`src/rtl/cr16_regfile_pkg.sv`:
```
// Shared definitions for the CompactRISC16 register file: default geometry and write modes.
package cr16_regfile_pkg;

    localparam int unsigned DEF_DATA_WIDTH = 16;
    localparam int unsigned DEF_ADDR_WIDTH = 4;

    typedef enum logic [1:0] {
        WmodeWord = 2'b00,
        WmodeLo   = 2'b01,
        WmodeHi   = 2'b10,
        WmodeLui  = 2'b11
    } wmode_e;

endpackage

```
`src/rtl/cr16_wmerge.sv`:
```
// Combines the old register value with write data according to the write mode.
module cr16_wmerge
    import cr16_regfile_pkg::*;
#(
    parameter int unsigned DATA_WIDTH = DEF_DATA_WIDTH
) (
    input  logic [DATA_WIDTH-1:0] old_value,
    input  logic [DATA_WIDTH-1:0] wdata,
    input  wmode_e                wmode,
    output logic [DATA_WIDTH-1:0] merged
);

    localparam int unsigned H = DATA_WIDTH / 2;

    always_comb begin
        merged = wdata;
        unique case (wmode)
            WmodeWord: merged = wdata;
            WmodeLo:   merged = {old_value[DATA_WIDTH-1:H], wdata[H-1:0]};
            // High-byte and LUI both take their byte from the low lane of the write data.
            WmodeHi:   merged = {wdata[H-1:0], old_value[H-1:0]};
            WmodeLui:  merged = {wdata[H-1:0], {H{1'b0}}};
        endcase
    end

endmodule

```
`src/rtl/cr16_regfile.sv`:
```
// 2**ADDR_WIDTH x DATA_WIDTH register file with two registered, write-first read ports.
module cr16_regfile
    import cr16_regfile_pkg::*;
#(
    parameter int unsigned DATA_WIDTH = DEF_DATA_WIDTH,
    parameter int unsigned ADDR_WIDTH = DEF_ADDR_WIDTH
) (
    input  logic                  I_CLK,
    input  logic                  I_RESET,
    input  logic                  I_WE,
    input  logic [1:0]            I_WMODE,
    input  logic [ADDR_WIDTH-1:0] I_WADDR,
    input  logic [DATA_WIDTH-1:0] I_WDATA,
    input  logic                  I_REN_A,
    input  logic [ADDR_WIDTH-1:0] I_RADDR_A,
    output logic [DATA_WIDTH-1:0] O_RDATA_A,
    input  logic                  I_REN_B,
    input  logic [ADDR_WIDTH-1:0] I_RADDR_B,
    output logic [DATA_WIDTH-1:0] O_RDATA_B
);

    localparam int unsigned NUM_REGS = 2 ** ADDR_WIDTH;

    logic [DATA_WIDTH-1:0] regs_q [NUM_REGS];
    logic [DATA_WIDTH-1:0] rdata_a_q;
    logic [DATA_WIDTH-1:0] rdata_b_q;
    logic [DATA_WIDTH-1:0] merged;
    logic                  fwd_a;
    logic                  fwd_b;

    // One merge unit feeds the storage write and both forwarding paths.
    cr16_wmerge #(
        .DATA_WIDTH(DATA_WIDTH)
    ) u_wmerge (
        .old_value(regs_q[I_WADDR]),
        .wdata    (I_WDATA),
        .wmode    (wmode_e'(I_WMODE)),
        .merged   (merged)
    );

    assign fwd_a = I_WE && (I_RADDR_A == I_WADDR);
    assign fwd_b = I_WE && (I_RADDR_B == I_WADDR);

    always_ff @(posedge I_CLK) begin
        if (I_RESET) begin
            for (int i = 0; i < NUM_REGS; i++) begin
                regs_q[i] <= '0;
            end
            rdata_a_q <= '0;
            rdata_b_q <= '0;
        end else begin
            if (I_WE) begin
                regs_q[I_WADDR] <= merged;
            end
            if (I_REN_A) begin
                rdata_a_q <= fwd_a ? merged : regs_q[I_RADDR_A];
            end
            if (I_REN_B) begin
                rdata_b_q <= fwd_b ? merged : regs_q[I_RADDR_B];
            end
        end
    end

    assign O_RDATA_A = rdata_a_q;
    assign O_RDATA_B = rdata_b_q;

endmodule

```
`config.mk`:
```
export PLATFORM = sky130hd
export DESIGN_NAME = cr16_regfile
export DESIGN_NICKNAME = d
export VERILOG_FILES = /design/src/rtl/cr16_regfile_pkg.sv /design/src/rtl/cr16_wmerge.sv /design/src/rtl/cr16_regfile.sv
export SDC_FILE = /design/constraint.sdc
export NUM_CORES = 1
export LEC_CHECK = 0
export ABC_AREA = 1
export BUFFER_PORTS_ARGS = -buffer_cell sky130_fd_sc_hd__buf_2
export CELL_PAD_IN_SITES_DETAIL_PLACEMENT = 0
export CELL_PAD_IN_SITES_GLOBAL_PLACEMENT = 2
export CORE_MARGIN = 3
export CORE_UTILIZATION = 37
export DETAILED_ROUTE_END_ITERATION = 8
export PLACE_DENSITY_LB_ADDON = 0.1
export SLEW_MARGIN = 20
export SYNTH_ARGS = -nofsm -noshare
export SYNTH_HDL_FRONTEND = slang
export SYNTH_SLANG_ARGS = --single-unit
```
`constraint.sdc`:
```
create_clock -name I_CLK -period 3.35 [get_ports I_CLK]
set_input_delay 0.67 -clock I_CLK [delete_from_list [all_inputs] [get_ports I_CLK]]
set_output_delay 0.67 -clock I_CLK [all_outputs]
set_load 0.01 [all_outputs]
```
==> flow_metrics.env, run 1 <==
export IMPL_cts_root_buf="clkbuf_16"
export IMPL_synth_warnings=0
export IMPL_syn_avg_cell_area_um2=7.188
export IMPL_endpoint_kind="register"
export IMPL_clock_latency_ns=0.57
export IMPL_postCtsResizedCells=0
export IMPL_post_route_min_period_ns=2.623
export IMPL_netlist_instances=2544
export IMPL_cts_setup_buffers=0
export IMPL_antenna_diode_count=0
export IMPL_wl_met3_um=6173
export IMPL_critPathSlowestCell="o21ai_1"
export IMPL_finalSetupViolations=0
export IMPL_hold_viol=0
export IMPL_globalplace_congestion=0.8904
export IMPL_grt_use_total_pct=30.62
export IMPL_crit_arrival_ns=2.93
export IMPL_row_count=80
export IMPL_grt_setup_unrepaired="no"
export IMPL_fmax_ghz=0.3813
export IMPL_path_cells="buf_2, clkinv_2, buf_12, nor2_4, a21oi_1, nand2_1, nand2_1, nand2_1, o21ai_1, nand2_1, inv_2, nor2_1"
export IMPL_drtIter0Drc=1909
export IMPL_ys_types=27
export IMPL_drc_errors=0
export IMPL_wirelength_um=81570
export IMPL_synth_edf_count=256
export IMPL_fin_crit_sh_pct=78.29
export IMPL_cts_clk_slew_worst_paths_ns=0.05
export IMPL_vias_per_cell=5.680
export IMPL_wl_per_cell_um=25.17
export IMPL_crit_required_ns=3.65
export IMPL_grt_ovfl_total=0
export IMPL_fillers=5070
export IMPL_ir_worst_vdd_mv=0.4348
export IMPL_grt_max_degree=118
export IMPL_ctsHoldBuffers=0
export IMPL_synth_top_cell_area_share_pct=42.04
export IMPL_drtPass1Iterations=6
export IMPL_outcome="complete, no violations"
export IMPL_synth_fp_nets=2579
export IMPL_max_slew_margin_pct=50.62
export IMPL_synth_most_common_cell="nand2_1"
export IMPL_syn_area_um2=18290
export IMPL_reg2reg_setup_slack_ns=1.22
export IMPL_numCtsBuffers=38
export IMPL_ios=67
export IMPL_path_class="in2reg"
export IMPL_critPathMaxStageDelay_ns=0.32
export IMPL_core_um2=48250
export IMPL_path_max_fanout=42
export IMPL_cts_tree="built"
export IMPL_placed_area_um2=19600
export IMPL_dieWidth_um=228.3
export IMPL_whs_ns=0.5242
export IMPL_cts_sinks=288
export IMPL_layoutNonFillerInstCount=3241
export IMPL_async_flop_share_pct=0
export IMPL_drv_slew=0
export IMPL_worst_pin_slew_ns=0.7406
export IMPL_dp_hpwl_um=51510
export IMPL_ys_seq_area_share_pct=45.54
export IMPL_clock_skew_ns=0.02265
export IMPL_wl_met2_um=36800
export IMPL_yosys_register_bits=288
export IMPL_area_growth_pct=13.76
export IMPL_htreeDepth=2
export IMPL_drv_cap=0
export IMPL_die_area_um2=52130
export IMPL_final_cell_area_um2=20800
export IMPL_p_per_area_nw_per_um2=471.9
export IMPL_clockBufferDepth=3
export IMPL_layout_drive_gt1_share_pct=10.14
export IMPL_critPathMostFrequentCell="nand2_1"
export IMPL_min_path_type="reg2reg"
export IMPL_synthTopCellsByCount="nand2_1, nor2_1, edfxtp_1, nand3_1, o21ai_0"
export IMPL_grt_pass1_wl_um=117400
export IMPL_power_leakage_nw=8.840
export IMPL_grt_pass1_vias=17570
export IMPL_vias=18410
export IMPL_port_buffers=66
export IMPL_setup_tns_ns=0
export IMPL_synthFlopType="edfxtp_1"
export IMPL_yosysTopAreaCell="edfxtp_1"
export IMPL_cp_start_kind="input port"
export IMPL_antenna_found_initial=1
export IMPL_place_inst=3175
export IMPL_top_layer="met4"
export IMPL_die_h_um=228.3
export IMPL_wl_met1_um=33890
export IMPL_initial_core_util_pct=37.90
export IMPL_synth_area_top_cells="edfxtp_1, nand2_1, nor2_1"
export IMPL_antenna_left=0
export IMPL_nets=2594
cell families after synthesis:
logic type      share of synthesized area (%)
flops                                   45.54
xor+xnor                              0.09580
compound gates                          15.17
simple gates                            30.87
buf+inv                                 8.326
registers in the layout, indices dropped and copies added, names as in the netlist:
name and count:
O_RDATA_A 16, regs_q 256, O_RDATA_B 16
area by class of cell:
cell class	instances	area (um2)	area share, %
multi-input cells	1890	8442	40.58
flip-flops and latches	288	8328	40.03
repair buffers	179	1399	6.724
clock buffers	53	1110	5.335
well taps	656	820.8	3.945
inverters	162	611.8	2.941
clock inverters	13	92.59	0.4451
cells in the final DEF, fill, tap and decap left out, drive strengths merged:
cell / instances
o22ai: 3
and2: 3
nor2: 312
inv: 156
a21oi: 155
edfxtp: 256
a22oi: 8
dfxtp: 32
clkinvlp: 1
xnor2: 2
clkinv: 17
nor3: 6
nand3: 227
o211ai: 135
bufinv: 1
nand4: 7
o21ai: 181
nand2: 851
clkbuf: 53
buf: 179
layer usage:
| layer | vias up | global-route usage, % |
|---|---|---|
| met5 | - | 0 |
| li1 | 8505 | - |
| met4 | 0 | 17.15 |
| met1 | 8808 | 40.88 |
| met2 | 900 | 48.45 |
| met3 | 196 | 3.589 |
through the flow:
step	power (mW)	setup WS [ns]	utilization, %
floorplan	5.162	0.7464	-
detailed placement	5.835	0.1774	40.63
global route	10.14	0.6302	43.12
finish	9.817	0.7272	43.12
global placement	5.833	0.2079	40.63
CTS	9.838	0.7758	43.12
path summary, 6_finish.rpt:
| kind | from | end | cells past startpoint |
|---|---|---|---|
| max | I_WADDR[1] | regs_q[9][6] | 12 |
| min | O_RDATA_B[2] | O_RDATA_B[2] | 2 |
| max reg2reg | regs_q[8][9] | regs_q[8][9] | 9 |
| min reg2reg | O_RDATA_B[2] | O_RDATA_B[2] | 2 |
report_power, final:
part	switching [mW]	total, mW	internal (mW)	leakage, nW
Sequential	0.0950	4.16	4.06	2.91
Clock	1.66	4.04	2.38	0.595
Combinational	1.17	1.62	0.450	5.33
Total	2.93	9.82	6.89	8.84
worst max-delay path, delay by kind of cell:
| kind | cells | cell delay [ns] |
|---|---|---|
| AOI/OAI and AO/OA | 2 | 0.51 |
| buffers and inverters | 4 | 1.01 |
| and+or+nand+nor | 6 | 0.68 |
(Power assumes the default switching activity.)
==> run 2, diff against run 1 <==
Settings changed: ABC_AREA 1 to 0, CORE_UTILIZATION 37 to 42.
Clock period 3.35 ns to 2.2 ns, I/O delays scaled along.
==> flow_metrics.env, run 2 <==
export IMPL_grt_max_degree=26
export IMPL_crit_required_ns=2.48
export IMPL_final_common_cell="edfxtp_1"
export IMPL_utilization_pct=52.89
export IMPL_placed_area_um2=19440
export IMPL_synth_fp_nets=1156
export IMPL_port_buffers=66
export IMPL_core_um2=38920
export IMPL_drv_cap=0
export IMPL_grt_pass1_wl_um=86660
export IMPL_endpoint_kind="register"
export IMPL_htreeDepth=2
export IMPL_grt_ovfl_total=0
export IMPL_synth_most_common_cell="edfxtp_1"
export IMPL_hold_end="regs_q[15][12]"
export IMPL_antenna_left=0
export IMPL_yosys_register_bits=288
export IMPL_post_route_min_period_ns=2.057
export IMPL_clockBufferDepth=3
export IMPL_cts_sinks=288
export IMPL_cts_clk_slew_worst_paths_ns=0.06
export IMPL_mostFrequentLayoutCells="edfxtp_1, nor2_1, mux4_2, buf_4, buf_12"
export IMPL_worst_pin_slew_ns=0.4847
export IMPL_antenna_diode_count=0
export IMPL_clock_latency_ns=0.56
export IMPL_grt_setup_unrepaired="no"
export IMPL_drc_errors=0
export IMPL_ctsHoldBuffers=0
export IMPL_place_inst=1781
export IMPL_dp_hpwl_um=43240
export IMPL_grt_use_total_pct=29.66
export IMPL_reg2reg_setup_slack_ns=0.15
export IMPL_synth_warnings=0
export IMPL_ir_worst_vdd_mv=0.6747
export IMPL_wl_met3_um=7098
export IMPL_crit_arrival_ns=2.34
export IMPL_syn_area_um2=16640
export IMPL_netlist_instances=1121
export IMPL_layout_drive_gt1_share_pct=42.95
export IMPL_grt_pass1_vias=11850
export IMPL_vias_per_cell=6.416
export IMPL_wl_met2_um=28980
export IMPL_synthTopCellsByCount="edfxtp_1, nor2_1, mux4_2, clkbuf_1, nor3b_1"
export IMPL_min_path_type="in2reg"
export IMPL_drtIter0Drc=1451
export IMPL_postCtsResizedCells=0
export IMPL_hp_start="I_WDATA[12]"
export IMPL_drv_slew=0
export IMPL_ios=67
export IMPL_cts_tree="built"
export IMPL_synth_edf_count=256
export IMPL_syn_avg_cell_area_um2=14.84
export IMPL_dieWidth_um=205.0
export IMPL_die_area_um2=42040
export IMPL_wirelength_um=61050
export IMPL_cp_start_kind="input port"
export IMPL_yosysTopAreaCell="edfxtp_1"
export IMPL_async_flop_share_pct=0
export IMPL_initial_core_util_pct=42.75
export IMPL_ys_types=33
export IMPL_top_layer="met4"
export IMPL_reg2reg_depth=5
export IMPL_wl_met1_um=22850
export IMPL_row_count=72
export IMPL_synth_area_top_cells="edfxtp_1, mux4_2, nor2_1"
export IMPL_p_per_area_nw_per_um2=712.5
export IMPL_clock_skew_ns=0.01811
export IMPL_synthFlopType="edfxtp_1"
export IMPL_nets=1336
export IMPL_power_leakage_nw=7.360
export IMPL_hold_viol=0
export IMPL_drtPass1Iterations=5
export IMPL_finalSetupViolations=0
export IMPL_reg2reg_to="regs_q[3][4]"
export IMPL_path_class="in2reg"
export IMPL_ys_seq_area_share_pct=50.06
export IMPL_die_h_um=205.0
export IMPL_largest_register="regs_q"
export IMPL_synth_top_cell_area_share_pct=46.21
export IMPL_layoutNonFillerInstCount=1845
export IMPL_fmax_ghz=0.4861
export IMPL_wl_per_cell_um=33.09
export IMPL_fin_crit_sh_pct=93.50
export IMPL_globalplace_congestion=0.8824
export IMPL_final_cell_area_um2=20580
export IMPL_vias=11840
export IMPL_numCtsBuffers=36
export IMPL_r2r_start="regs_q[7][4]"
export IMPL_max_slew_margin_pct=67.62
export IMPL_cts_setup_buffers=0
export IMPL_antenna_found_initial=2
export IMPL_area_growth_pct=23.72
export IMPL_path_max_fanout=12
export IMPL_whs_path_depth=3
export IMPL_outcome="complete, no violations"
export IMPL_largest_register_ffs=256
export IMPL_cts_root_buf="clkbuf_16"
## run 2: cell count changes in the layout (fill, tap and decap cells not counted), sizes merged, moves of 22 or more
| cell | change |
|---|---|
| a21oi | -147 |
| nor3b | +34 |
| a31oi | +32 |
| nor2 | -59 |
| inv | -152 |
| o21ai | -144 |
| nand2 | -833 |
| buf | +78 |
| nand3 | -225 |
| mux4 | +224 |
| nand2b | +22 |
| o211ai | -135 |
## run 2: cells by family after synthesis
logic type             synth area share [%]
flip-flops                            50.06
buffers and inverters                 3.301
AO/OA/AOI/OAI                         5.543
multiplexers                          31.35
XOR/XNOR                             0.4212
AND/OR/NAND/NOR                       9.333
## run 2: critical path, cell delays in order
cell	delay, ns
buf_4	0.27
buf_4	0.23
mux4_2	0.51
mux2_4	0.31
a221oi_4	0.25
buf_4	0.24
nor2_1	0.05
## run 2: layout make-up
| type | count | area (um2) |
|---|---|---|
| sequential | 288 | 8328 |
| clock inverter | 20 | 178.9 |
| timing repair buffer | 257 | 2630 |
| clock buffer | 44 | 962.2 |
| inverter | 2 | 7.507 |
| tap | 518 | 648.1 |
| fill | 3256 | 18330 |
| multi-input combinational | 716 | 7829 |
## run 2: metal layers
metal | vias to the layer above | track usage (%)
met5 | - | 0
met4 | 0 | 9.910
met3 | 114 | 8.009
met2 | 731 | 46.95
met1 | 6127 | 40.06
li1 | 4866 | -
## run 2: metrics by stage
stage	hold slack [ns]	TNS (ns)	setup slack (ns)	power, mW
3_3_place_gp	0.6153	-82.65	-0.3686	8.880
3_5_place_dp	0.6126	-88.57	-0.3860	8.897
6_report	0.3768	0	0.1430	14.67
5_1_grt	0.3738	0	0.08270	15.12
2_1_floorplan	0.6656	-7.779	-0.09290	7.806
4_1_cts	0.3629	0	0.1612	14.74
## run 2: report_power, final
group          internal [mW]  total, mW  leakage, nW  switching (mW)
Sequential              6.19       6.34         2.91           0.157
Combinational           1.20       2.46         3.90            1.26
Clock                   3.46       5.86        0.556            2.40
Total                   10.8       14.7         7.36            3.82
## run 2: worst max-delay path by stage
| stage | slack [ns] | depth (start not counted) | endpoint | start |
|---|---|---|---|---|
| global placement | -0.37 | 7 | regs_q[9][4] | I_WADDR[0] |
| CTS | 0.16 | 5 | regs_q[3][4] | regs_q[7][4] |
| detailed placement | -0.39 | 7 | regs_q[9][2] | I_WADDR[0] |
| floorplan | -0.09 | 7 | regs_q[15][4] | I_WADDR[0] |
| global route | 0.08 | 6 | regs_q[9][13] | regs_q[11][13] |
| finish | 0.14 | 7 | regs_q[5][3] | I_WADDR[0] |
==> run 3, diff against run 2 <==
Settings changed: ABC_AREA 0 to 1, CORE_UTILIZATION 42 to 33.
==> flow_metrics.env, run 3 (same netlist as run 1, synthesis figures left out) <==
export IMPL_outcome="complete, no violations"
export IMPL_hp_start="I_WDATA[4]"
export IMPL_cts_root_buf="clkbuf_16"
export IMPL_mostFrequentLayoutCells="nand2_1, nor2_1, edfxtp_1, nand3_1, o21ai_0"
export IMPL_seq_power_share_pct=38.8
export IMPL_p_per_area_nw_per_um2=719.8
export IMPL_grt_setup_unrepaired="no"
export IMPL_finalSetupViolations=0
export IMPL_path_max_fanout=17
export IMPL_port_buffers=66
export IMPL_grt_pass1_wl_um=118700
export IMPL_worst_pin_slew_ns=1.058
export IMPL_min_path_type="in2reg"
export IMPL_place_inst=3363
export IMPL_intPower_mw=11.73
export IMPL_hold_viol=0
export IMPL_largest_register="regs_q"
export IMPL_endpoint_kind="register"
export IMPL_utilization_pct=41.77
export IMPL_drtIter0Drc=1753
export IMPL_placed_area_um2=21290
export IMPL_r2r_start="regs_q[10][8]"
export IMPL_drtPass1Iterations=6
export IMPL_grt_max_degree=65
export IMPL_startpoint="I_WADDR[0]"
export IMPL_power_leakage_nw=9.726
export IMPL_dieWidth_um=241.4
export IMPL_wl_per_cell_um=24.17
export IMPL_largest_register_ffs=256
export IMPL_globalplace_congestion=0.8557
export IMPL_drc_errors=0
export IMPL_grt_use_total_pct=28.35
export IMPL_finalPower_mw=16.34
export IMPL_drv_cap=0
export IMPL_multi_input_area_um2=8484
export IMPL_die_h_um=241.4
export IMPL_postCtsResizedCells=0
export IMPL_cts_clk_slew_worst_paths_ns=0.06
export IMPL_post_route_min_period_ns=1.975
export IMPL_row_count=85
export IMPL_ir_worst_vdd_mv=0.5894
export IMPL_clock_skew_ns=0.02198
export IMPL_htreeDepth=2
export IMPL_comb_power_share_pct=17.6
export IMPL_die_area_um2=58280
export IMPL_grt_ovfl_total=0
export IMPL_max_slew_margin_pct=29.18
export IMPL_clock_latency_ns=0.56
export IMPL_final_common_cell="nand2_1"
export IMPL_area_growth_pct=24.12
export IMPL_crit_required_ns=2.61
export IMPL_crit_arrival_ns=2.39
export IMPL_path_class="in2reg"
export IMPL_numCtsBuffers=39
export IMPL_register_area_um2=8328
export IMPL_cts_tree="built"
export IMPL_layoutNonFillerInstCount=3434
export IMPL_nets=2700
export IMPL_layout_drive_gt1_share_pct=14.10
export IMPL_ios=67
export IMPL_vias=18540
export IMPL_fillers=5544
export IMPL_final_cell_area_um2=22700
export IMPL_cts_sinks=288
export IMPL_vias_per_cell=5.398
export IMPL_cp_start_kind="input port"
export IMPL_swShare_pct=28.23
export IMPL_cts_setup_buffers=0
export IMPL_antenna_diode_count=0
export IMPL_drv_slew=0
export IMPL_switchingPower_mw=4.613
export IMPL_clkPwrFrac_pct=43.6
export IMPL_dp_hpwl_um=57130
export IMPL_fin_crit_sh_pct=89.76
export IMPL_clockBufferDepth=3
export IMPL_antenna_found_initial=0
export IMPL_wirelength_um=83010
export IMPL_initial_core_util_pct=33.65
export IMPL_antenna_left=0
export IMPL_grt_pass1_vias=17650
export IMPL_fmax_ghz=0.5064
export IMPL_ctsHoldBuffers=0
export IMPL_core_um2=54350
-- run 3: cell count changes in the layout (fill, tap and decap cells not counted), moves of 16 or more --
cell / previous run / this run
o21ai_1: 0 / 23
nand2_1: 18 / 843
inv_1: 1 / 139
a31oi_1: 32 / 0
nor2_1: 253 / 307
nor3b_1: 34 / 0
o211ai_1: 0 / 135
o21ai_0: 32 / 158
nand3_1: 2 / 226
buf_4: 129 / 145
a21oi_1: 8 / 155
mux4_2: 224 / 0
-- run 3: power groups by stage --
stage	logic, mW	clock network, mW	registers, mW
after floorplan	1.44	0	6.42
after global placement	2.87	0	6.43
after detailed placement	2.87	0	6.44
after CTS	2.88	7.24	6.33
after global routing	3.11	7.47	6.36
final	2.88	7.13	6.33
-- run 3: critical path, stage by stage --
cell     delay, ns
buf_4         0.17
buf_12        0.15
nor2_4        0.53
a21oi_1       0.14
nand2_1       0.10
nand2_1       0.05
nand2_1       0.17
o21ai_1       0.11
nand2_1       0.20
inv_2         0.08
buf_12        0.15
nor2_1        0.08
-- run 3: path summary, 6_finish.rpt --
| check | to | slack (ns) | cells past startpoint |
|---|---|---|---|
| worst max-delay path | regs_q[7][13] | 0.23 | 12 |
| worst min-delay path | O_RDATA_B[4] | 0.31 | 5 |
| worst max register to register | regs_q[14][8] | 0.28 | 12 |
| worst min register to register | O_RDATA_B[5] | 0.52 | 2 |
-- run 3: layer usage --
layer | GRT usage [%] | wire [um]
met5 | 0 | 0
met4 | 13.96 | 4443
met3 | 4.030 | 5528
met2 | 46.28 | 38460
met1 | 37.01 | 34580
-- run 3: final cells by class --
| cell class | instances | area share, % |
|---|---|---|
| inverter | 162 | 2.695 |
| sequential | 288 | 36.69 |
| clock inverter | 27 | 1.654 |
| tap | 739 | 4.073 |
| clock buffer | 44 | 4.569 |
| timing repair buffer | 284 | 12.94 |
| multi-input combinational | 1890 | 37.38 |
-- run 3: per-stage QoR --
step,hold slack [ns],setup slack [ns],TNS [ns]
5_1_grt,0.3482,0.1136,0
3_3_place_gp,0.5031,-0.3520,-31.16
2_1_floorplan,0.5424,-0.1281,-15.43
6_report,0.3120,0.2252,0
3_5_place_dp,0.5108,-0.3401,-32.24
4_1_cts,0.2846,0.2511,0
